## src/rtl/aes_block_serializer_if.sv

```systemverilog
// hwpe_stream_intf_stream: minimal valid/ready word stream used between the
// AES engine and the streamers.
//   data  : DATA_WIDTH-bit payload
//   strb  : byte strobes, one per data byte
//   valid : source has a word
//   ready : sink accepts the word (handshake when valid & ready)
interface hwpe_stream_intf_stream #(
  parameter int unsigned DATA_WIDTH = 32
);
  logic                    valid;
  logic                    ready;
  logic [DATA_WIDTH-1:0]   data;
  logic [DATA_WIDTH/8-1:0] strb;

  modport source (output valid, output data, output strb, input ready);
  modport sink   (input valid, input data, input strb, output ready);
endinterface

```

## src/rtl/aes_block_serializer.sv

```systemverilog
// aes_block_serializer: takes 128-bit AES blocks from the cipher datapath and
// emits each as four 32-bit words (word 0 = bits [31:0]) on a stream source.
// A job emits nblocks_i blocks, then pulses done_o.
//
// Ports:
//   clk_i, rst_ni   clock, async active-low reset
//   clear_i         synchronous abort back to IDLE
//   enable_i        start pulse (IDLE only), nblocks_i sampled with it
//   blk_valid_i/blk_data_i/blk_ready_o   block input handshake
//   d_o             word stream source (data, strb, valid, ready)
//   busy_o, done_o, blk_cnt_o            job status
//
// Build option: define AES_SER_PREFETCH_EN to accept the next block on the
// last-word handshake, giving gapless 4-cycle-per-block output.
//
// state | meaning
// IDLE  | waiting for enable_i
// WAIT  | blk_ready_o high, waiting for a block
// SEND  | presenting word[idx] of the registered block
// DONE  | one-cycle done_o pulse, then IDLE
module aes_block_serializer #(
  parameter int unsigned BLK_W  = 128,
  parameter int unsigned WORD_W = 32,
  parameter int unsigned CNT_W  = 16
) (
  input  logic                 clk_i,
  input  logic                 rst_ni,
  input  logic                 clear_i,
  input  logic                 enable_i,
  input  logic [CNT_W-1:0]     nblocks_i,
  input  logic                 blk_valid_i,
  input  logic [BLK_W-1:0]     blk_data_i,
  output logic                 blk_ready_o,
  hwpe_stream_intf_stream.source d_o,
  output logic                 busy_o,
  output logic                 done_o,
  output logic [CNT_W-1:0]     blk_cnt_o
);

  localparam int unsigned NWORDS = BLK_W / WORD_W;
  localparam int unsigned IDX_W  = $clog2(NWORDS);

  typedef enum logic [1:0] {S_IDLE, S_WAIT, S_SEND, S_DONE} state_e;

  state_e            state_q;
  logic [BLK_W-1:0]  blk_q;
  logic [IDX_W-1:0]  idx_q;
  logic [CNT_W-1:0]  blk_cnt_q;
  logic [CNT_W-1:0]  nblk_q;
  logic              valid_q;
  logic              ready_q;
  logic              busy_q;
  logic              done_q;

  logic [CNT_W-1:0]  cnt_inc;
  logic              last_word;

  assign cnt_inc   = blk_cnt_q + CNT_W'(1);
  assign last_word = (state_q == S_SEND) && (idx_q == IDX_W'(NWORDS - 1));

`ifdef AES_SER_PREFETCH_EN
  // Open the input early only when this handshake completes a block and the
  // job still needs more, so a block is never taken that would not be sent.
  assign blk_ready_o = ready_q | (last_word & d_o.ready & (cnt_inc != nblk_q));
`else
  assign blk_ready_o = ready_q;
`endif

  assign d_o.valid = valid_q;
  assign d_o.data  = blk_q[idx_q*WORD_W +: WORD_W];
  assign d_o.strb  = '1;
  assign busy_o    = busy_q;
  assign done_o    = done_q;
  assign blk_cnt_o = blk_cnt_q;

  always_ff @(posedge clk_i or negedge rst_ni) begin
    if (!rst_ni) begin
      state_q   <= S_IDLE;
      blk_q     <= '0;
      idx_q     <= '0;
      blk_cnt_q <= '0;
      nblk_q    <= '0;
      valid_q   <= 1'b0;
      ready_q   <= 1'b0;
      busy_q    <= 1'b0;
      done_q    <= 1'b0;
    end else if (clear_i) begin
      state_q   <= S_IDLE;
      idx_q     <= '0;
      blk_cnt_q <= '0;
      valid_q   <= 1'b0;
      ready_q   <= 1'b0;
      busy_q    <= 1'b0;
      done_q    <= 1'b0;
    end else begin
      done_q <= 1'b0;
      case (state_q)
        S_IDLE: begin
          if (enable_i) begin
            busy_q    <= 1'b1;
            blk_cnt_q <= '0;
            if (nblocks_i != '0) begin
              nblk_q  <= nblocks_i;
              ready_q <= 1'b1;
              state_q <= S_WAIT;
            end else begin
              done_q  <= 1'b1;
              state_q <= S_DONE;
            end
          end
        end
        S_WAIT: begin
          if (blk_valid_i) begin
            blk_q   <= blk_data_i;
            idx_q   <= '0;
            valid_q <= 1'b1;
            ready_q <= 1'b0;
            state_q <= S_SEND;
          end
        end
        S_SEND: begin
          if (d_o.ready) begin
            idx_q <= idx_q + IDX_W'(1);
            if (last_word) begin
              blk_cnt_q <= cnt_inc;
              if (cnt_inc == nblk_q) begin
                valid_q <= 1'b0;
                done_q  <= 1'b1;
                state_q <= S_DONE;
              end
`ifdef AES_SER_PREFETCH_EN
              else if (blk_valid_i) begin
                blk_q <= blk_data_i;
                idx_q <= '0;
              end
`endif
              else begin
                valid_q <= 1'b0;
                ready_q <= 1'b1;
                state_q <= S_WAIT;
              end
            end
          end
        end
        S_DONE: begin
          busy_q  <= 1'b0;
          state_q <= S_IDLE;
        end
        default: state_q <= S_IDLE;
      endcase
    end
  end

endmodule

```

## src/flat_wrapper.sv

```systemverilog
// flat-port wrapper written by rule: the top's interface ports become plain ports
module aes_block_serializer_flat 
#(
  parameter int unsigned BLK_W  = 128,
  parameter int unsigned WORD_W = 32,
  parameter int unsigned CNT_W  = 16
)
  (clk_i, rst_ni, clear_i, enable_i, nblocks_i, blk_valid_i, blk_data_i, blk_ready_o, busy_o, done_o, blk_cnt_o, d_o_valid, d_o_data, d_o_strb, d_o_ready);
  hwpe_stream_intf_stream #(.DATA_WIDTH(32)) d_o_i ();
  input  logic clk_i;
  input  logic rst_ni;
  input  logic clear_i;
  input  logic enable_i;
  input  logic [CNT_W-1:0] nblocks_i;
  input  logic blk_valid_i;
  input  logic [BLK_W-1:0] blk_data_i;
  output logic blk_ready_o;
  output logic busy_o;
  output logic done_o;
  output logic [CNT_W-1:0] blk_cnt_o;
  output wire logic [$bits(d_o_i.valid)-1:0] d_o_valid;
  output wire logic [$bits(d_o_i.data)-1:0] d_o_data;
  output wire logic [$bits(d_o_i.strb)-1:0] d_o_strb;
  input wire logic [$bits(d_o_i.ready)-1:0] d_o_ready;
  assign d_o_valid = d_o_i.valid;
  assign d_o_data = d_o_i.data;
  assign d_o_strb = d_o_i.strb;
  assign d_o_i.ready = d_o_ready;
  aes_block_serializer #(.BLK_W(BLK_W), .WORD_W(WORD_W), .CNT_W(CNT_W)) u_core (.clk_i(clk_i), .rst_ni(rst_ni), .clear_i(clear_i), .enable_i(enable_i), .nblocks_i(nblocks_i), .blk_valid_i(blk_valid_i), .blk_data_i(blk_data_i), .blk_ready_o(blk_ready_o), .d_o(d_o_i), .busy_o(busy_o), .done_o(done_o), .blk_cnt_o(blk_cnt_o));
endmodule
```

## config.mk

```make
export PLATFORM = sky130hd
export DESIGN_NAME = aes_block_serializer_flat
export DESIGN_NICKNAME = d
export VERILOG_FILES = /design/src/rtl/aes_block_serializer_if.sv /design/src/rtl/aes_block_serializer.sv /design/src/flat_wrapper.sv
export SDC_FILE = /design/constraint.sdc
export NUM_CORES = 1
export LEC_CHECK = 0
export ABC_AREA = 1
export CORE_ASPECT_RATIO = 1.75
export CORE_MARGIN = 2
export CORE_UTILIZATION = 45
export CTS_CLUSTER_SIZE = 16
export DETAILED_ROUTE_END_ITERATION = 10
export PLACE_DENSITY_LB_ADDON = 0.3
export SLEW_MARGIN = 20
export SYNTH_ARGS = -nofsm -noshare
export SYNTH_HDL_FRONTEND = slang
export SYNTH_SLANG_ARGS = --single-unit
export TNS_END_PERCENT = 10
```

## constraint.sdc

```tcl
create_clock -name clk_i -period 1.8 [get_ports clk_i]
set_input_delay 0.27 -clock clk_i [delete_from_list [all_inputs] [get_ports clk_i]]
set_output_delay 0.27 -clock clk_i [all_outputs]
set_load 0.02 [all_outputs]
```

# Word-level counts from Yosys, hierarchy flattened

Cells that the tools add are included.

Register bits after elaboration: 168
Bits of input ports: 150
Output and inout bits: 56
Logic and storage cells: 79

Add/subtract/negate cells: 2
Equal/unequal tests: 11
Shifts and indexed selects: 1
Mux-type cells: 40
Bitwise operators: 1
Reductions and logical operators: 15

Operators by type and width:

| kind                    | count |
|---|---|
| $shiftx A128 B8 Y32     | 1 |
| $mux W16                | 4 |
| $pmux W16 S2            | 1 |
| $mux W2                 | 10 |
| $mux W1                 | 19 |
| $add A16 B1 Y16 const B | 1 |
| $eq A16 B16 Y1          | 1 |
| $reduce_and A4 Y1       | 4 |
| $reduce_bool A16 Y1     | 1 |
| $ne A3 B3 Y1 const B    | 4 |
| $reduce_bool A3 Y1      | 3 |
| $pmux W2 S4             | 1 |
| $reduce_and A7 Y1       | 1 |
| $eq A2 B2 Y1 const B    | 3 |
| $ne A3 B2 Y1 const B    | 2 |
| $pmux W1 S2             | 3 |
| $reduce_and A3 Y1       | 2 |
| $pmux W2 S2             | 1 |
| $reduce_bool A4 Y1      | 1 |
| $pmux W1 S3             | 1 |
| $add A2 B1 Y2 const B   | 1 |
| $eq A2 B1 Y1 const B    | 1 |
| $logic_not A2 Y1        | 1 |
| $reduce_and A2 Y1       | 1 |
| other kinds (2)         | 2 |

# Longest topological paths before layout

Depth in word-level cells: 7
Depth in mapped cells: 16
Mapped depth without buffers: 16

# Worst setup path before layout

No wires, ideal clock.

Kind: register to register
Start: register u_core.blk_cnt_q[0] (netlist: u_core.blk_cnt_o[0])
End: register u_core.ready_q (netlist: u_core.blk_ready_o)
Library setup time: 0.117 ns
Arrival: 1.764 ns
Data required time: 1.683 ns
Path slack: -0.081 ns
Stages on the path, launching flop included: 16
Path buffers: 0
Period minus slack after synthesis: 1.881 ns
Cell sequence: dfrtp_1 > ha_1 > nand2_1 > inv_1 > nand2_1 > nand2_1 > nand2_1 > nand2_1 > nor2_1 > nand2_1 > nor2_1 > nand2_1 > nor2_2 > nand3_1 > nand3_1 > nand2_1

Longest elaborated chain between the ends: 4

RTL lines:

| item                        | RTL line                    | source |
|---|---|---|
| start, declared             | aes_block_serializer.sv:48  | `logic [CNT_W-1:0] blk_cnt_q;` |
| start signal, assigned      | aes_block_serializer.sv:125 | `blk_cnt_q <= cnt_inc;` |
| $add A16 B1 Y16             | aes_block_serializer.sv:58  | `assign cnt_inc = blk_cnt_q + CNT_W'(1);` |
| $eq A16 B16 Y1              | aes_block_serializer.sv:126 | `if (cnt_inc == nblk_q) begin` |
| $ne A3 B3 Y1 (no line)      | --                          |  |
| $reduce_and A7 Y1 (no line) | --                          |  |
| end signal, assigned        | aes_block_serializer.sv:84  | `ready_q <= 1'b0;` |
| end signal, assigned        | aes_block_serializer.sv:117 | `ready_q <= 1'b0;` |
| end signal, assigned        | aes_block_serializer.sv:139 | `ready_q <= 1'b1;` |
| end, declared               | aes_block_serializer.sv:51  | `logic ready_q;` |

Every way passes these cells.
A chain may end at the register's enable or synchronous reset.

# Worst setup path in the final report

Start: register u_core.idx_q[0]
End: output d_o_data[1]

Longest elaborated chain between the ends: 1

RTL lines:

| item                   | RTL line                    | source |
|---|---|---|
| start, declared        | aes_block_serializer.sv:47  | `logic [IDX_W-1:0] idx_q;` |
| start signal, assigned | aes_block_serializer.sv:123 | `idx_q <= idx_q + IDX_W'(1);` |
| $shiftx A128 B8 Y32    | aes_block_serializer.sv:70  | `assign d_o.data = blk_q[idx_q*WORD_W +: WORD_W];` |
| end, declared          | flat_wrapper.sv:22          | `output wire logic [$bits(d_o_i.data)-1:0] d_o_data;` |

Every way passes these cells.

==> impl_summary.log <==
[metrics] outcome: finished, violations left
[metrics] violated checks: negative setup slack
[metrics] detail-routed net length per standard cell: 17.6 µm
[metrics] min setup slack post-route: -183 ps
[metrics] crit-path max cell delay: 470 ps
[metrics] number of endpoints with negative hold slack in the final report: 0
[metrics] total global routing track utilization: 24.3%
[metrics] path depth of the worst reg2reg path: 15
[metrics] nature of the critical path startpoint: flop
[metrics] commonest cells after routing, fill and taps aside: sky130_fd_sc_hd__dfrtp_1 (163), sky130_fd_sc_hd__clkdlybuf4s50_1 (155), sky130_fd_sc_hd__mux2_2 (131)
[metrics] Filler cells: 1405
[metrics] clock slew at the register clock pins of the worst setup and hold paths: 60 ps
[metrics] design area: 0.0123 mm²
[metrics] number of H-tree branching levels: 4
[metrics] reg-to-reg startpoint: u_core.blk_cnt_o[1]$_DFFE_PN0P_
[metrics] Die Area: 0.0192 mm²
[metrics] P_leak: 5.62 nW
[metrics] die boundary width: 106 µm
[metrics] worst IR drop on VDD: 0.00106 V
[metrics] buffers plus inverters on the worst setup path: 4
[metrics] final setup violation count: 36
[metrics] ranking of synthesized cells by area: sky130_fd_sc_hd__dfrtp_1 (52%), sky130_fd_sc_hd__mux2_2 (18%), sky130_fd_sc_hd__o21ai_0 (4.9%)
[metrics] count of standard-cell rows: 65
[metrics] Period Utilization, post-route: 110%
[metrics] TritonCTS clock tree: built
[metrics] Inserted Clock Buffers: 17
[metrics] I/O Pins: 206
[metrics] Routed Antenna Nets: 0
[metrics] post-placement cell count: 1305
[metrics] detailed-route via count: 7135
[metrics] Max stage delay cell, worst path: sky130_fd_sc_hd__dfrtp_2
[metrics] RSZ-0062 raised after global routing: yes
[metrics] # nets final: 1262
[metrics] number of antenna violations at the first check in global routing: 1
[metrics] final-report max-slew violation count: 0
[metrics] aggregate global routing overflow: 0
[metrics] number of buffers between clock root and the deepest sink: 2
[metrics] setup clock skew after layout: 10.0 ps
[metrics] initial detailed-routing violation count: 397
[metrics] Critical Path RT: 1530 ps
[metrics] half-perimeter wire length after placement: 17100 µm
[metrics] highest clock frequency the design can meet: 0.504 GHz
[metrics] top-area cell type share of the netlist area: 51.8%
[metrics] number of global-route vias before repair: 7328
[metrics] CP Cell Sequence: buf_4 -> clkbuf_16 -> clkbuf_16 -> nor2_2 -> o22ai_1 -> buf_4
[metrics] count of state elements after synthesis: 168
[metrics] overall routed net length: 23800 µm
[metrics] category of cells accounting for the largest share of critical-path delay: buffers and inverters
[metrics] Via-to-Cell Ratio: 5.26
[metrics] first-pass iteration count of the detailed router: 4
[metrics] class of the tightest hold or removal check: in2async
[metrics] final worst path period need: 1980 ps
[metrics] fraction of final layout cells with drive strength greater than 1: 34.8%
[metrics] average cell area after synthesis: 9.94 µm²
[metrics] Yosys Warn Count: 0
[metrics] kind of critical path: reg2out
[metrics] DRC violation count after routing: 0
[metrics] non-filler cells, final: 1357
[metrics] total placed instance area: 0.0111 mm²
[metrics] routability congestion estimate: 0.928
[metrics] sequential element share of the synthesized area: 51.8%
[metrics] gate count of the mapped netlist: 816
[metrics] die extent in y: 182 µm
[metrics] buffer type at the clock tree root: sky130_fd_sc_hd__clkbuf_16
[metrics] worst setup slack for register-to-register paths: -120 ps
[metrics] Reg-to-Reg End: u_core.blk_ready_o$_DFFE_PN0P_
[metrics] number of max-capacitance violations reported: 0
[metrics] area leader, netlist: sky130_fd_sc_hd__dfrtp_1
[metrics] kind of end point of the critical path: output port
[metrics] maximum fanout count along the critical path: 5
[metrics] number of I/O port buffers: 201
[metrics] P per Cell Area: 1380 mW/mm²
[metrics] data arrival time of the critical path: 1710 ps
[metrics] pin count of the biggest net entering global routing: 46
[metrics] worst-skew pair later-pin latency: 420 ps
[metrics] total clock sinks: 168
[metrics] area of the core region: 0.0179 mm²
[metrics] count of distinct cell types in the synthesized netlist: 31
[metrics] most common cell after layout, fill and taps aside: sky130_fd_sc_hd__dfrtp_1
[metrics] wire length of the first global-routing pass: 36000 µm
[metrics] Initial Util: 45.3%
[metrics] Mapped Area: 0.00811 mm²
[metrics] Area Growth Syn to Fin: 51.1%
## cell type report
cell class                 instances  area (µm²)  share of cell area, %
multi-input combinational        548        3780                   30.8
sequential                       168        4210                   34.3
tap                              234         293                   2.39
timing repair buffer             315        3160                   25.8
antenna                            1        2.50                 0.0204
clock inverter                    11         150                   1.22
clock buffer                      20         437                   3.56
inverter                          60         230                   1.88
## synthesized netlist by cell type
cell,count
sky130_fd_sc_hd__nand2_4,1
sky130_fd_sc_hd__xor2_1,1
sky130_fd_sc_hd__nor2_8,1
sky130_fd_sc_hd__clkinv_1,1
sky130_fd_sc_hd__nand2_2,5
sky130_fd_sc_hd__nand2_1,97
sky130_fd_sc_hd__nor4_1,2
sky130_fd_sc_hd__ha_1,2
sky130_fd_sc_hd__clkbuf_1,23
sky130_fd_sc_hd__a21oi_2,1
sky130_fd_sc_hd__o21ai_1,1
sky130_fd_sc_hd__nand3b_1,7
sky130_fd_sc_hd__nor2_2,4
sky130_fd_sc_hd__nand3_1,35
sky130_fd_sc_hd__buf_2,16
sky130_fd_sc_hd__nor3_1,3
sky130_fd_sc_hd__dfrtp_1,168
sky130_fd_sc_hd__o21ai_2,1
sky130_fd_sc_hd__nor2_1,100
sky130_fd_sc_hd__xnor3_1,1
sky130_fd_sc_hd__a21oi_1,10
sky130_fd_sc_hd__o22ai_1,46
sky130_fd_sc_hd__nand4_1,11
sky130_fd_sc_hd__buf_4,4
sky130_fd_sc_hd__nor2_4,3
sky130_fd_sc_hd__mux2_2,131
sky130_fd_sc_hd__o21ai_0,80
sky130_fd_sc_hd__inv_1,57
sky130_fd_sc_hd__inv_2,2
sky130_fd_sc_hd__o211ai_1,1
sky130_fd_sc_hd__conb_1,1
## where the power goes
part | internal, mW | leakage (nW) | switching (mW)
Sequential | 5.47 | 2.04 | 1.02
Combinational | 3.56 | 3.30 | 3.14
Clock | 2.18 | 0.280 | 1.52
Total | 11.2 | 5.62 | 5.67
## metal layers
metal	track usage, %	vias to the layer above	share of wire, %
li1	-	3372	-
met1	24.6	3485	35
met2	45.6	218	56
met3	5.60	60	4.7
met4	12.7	0	4.4
met5	0	-	0
## stage by stage
step                worst slack [ps]  power [mW]  utilization (%)  hold WS (ps)  TNS (ps)
global placement                -162        12.5             62.3           222    -18420
CTS                             -197        16.4             65.9           332     -5150
detailed placement              -210        12.7             62.3           217    -20030
global route                    -284        17.8             68.5           353     -7510
finish                          -183        16.9             68.5           328     -4400
floorplan                      -71.1        9.89                -         -25.6     -1970
## cell families (layout without fill, tap and decap cells)
kind of cell	after synthesis	after routing	share of synthesized area (%)
other cells	1	5	0.0462
xor+xnor	2	2	0.386
buf+inv	103	406	5.20
compound gates	140	140	9.47
mux	131	131	18.2
flops	168	168	51.8
fa+ha+maj	2	2	0.308
simple gates	269	269	14.6
## worst max path at each step
stage	end	slack (ps)	startpoint	depth (start not counted)
after floorplan	d_o_data[15]	-70	u_core.idx_q[0]$_DFFE_PN0P_	6
after global placement	u_core.nblk_q[7]$_DFFE_PN0P_	-160	nblocks_i[14]	9
after detailed placement	u_core.nblk_q[5]$_DFFE_PN0P_	-210	nblocks_i[15]	9
after CTS	d_o_data[18]	-200	u_core.idx_q[0]$_DFFE_PN0P_	5
after global routing	u_core.blk_ready_o$_DFFE_PN0P_	-280	u_core.blk_cnt_o[1]$_DFFE_PN0P_	14
final	d_o_data[1]	-180	u_core.idx_q[0]$_DFFE_PN0P_	6
## sequential cells by signal, indices dropped and copies added (netlist names)
signal and count:
u_core.d_o.valid 1, u_core.nblk_q 16, u_core.blk_cnt_o 16, u_core.done_o 1, u_core.state_q 2, u_core.blk_q 128, u_core.blk_ready_o 1, u_core.busy_o 1
u_core.idx_q 2
## what timing repair did
action,4_1_cts,5_1_grt
buffers inserted,0,13
gates resized for setup,195,97
pin swaps,5,24
hold endpoints to repair,36,0
cloned,2,4
endpoints found under the setup margin,54,56
hold buffers,1,0
(Power assumes the default switching activity.)
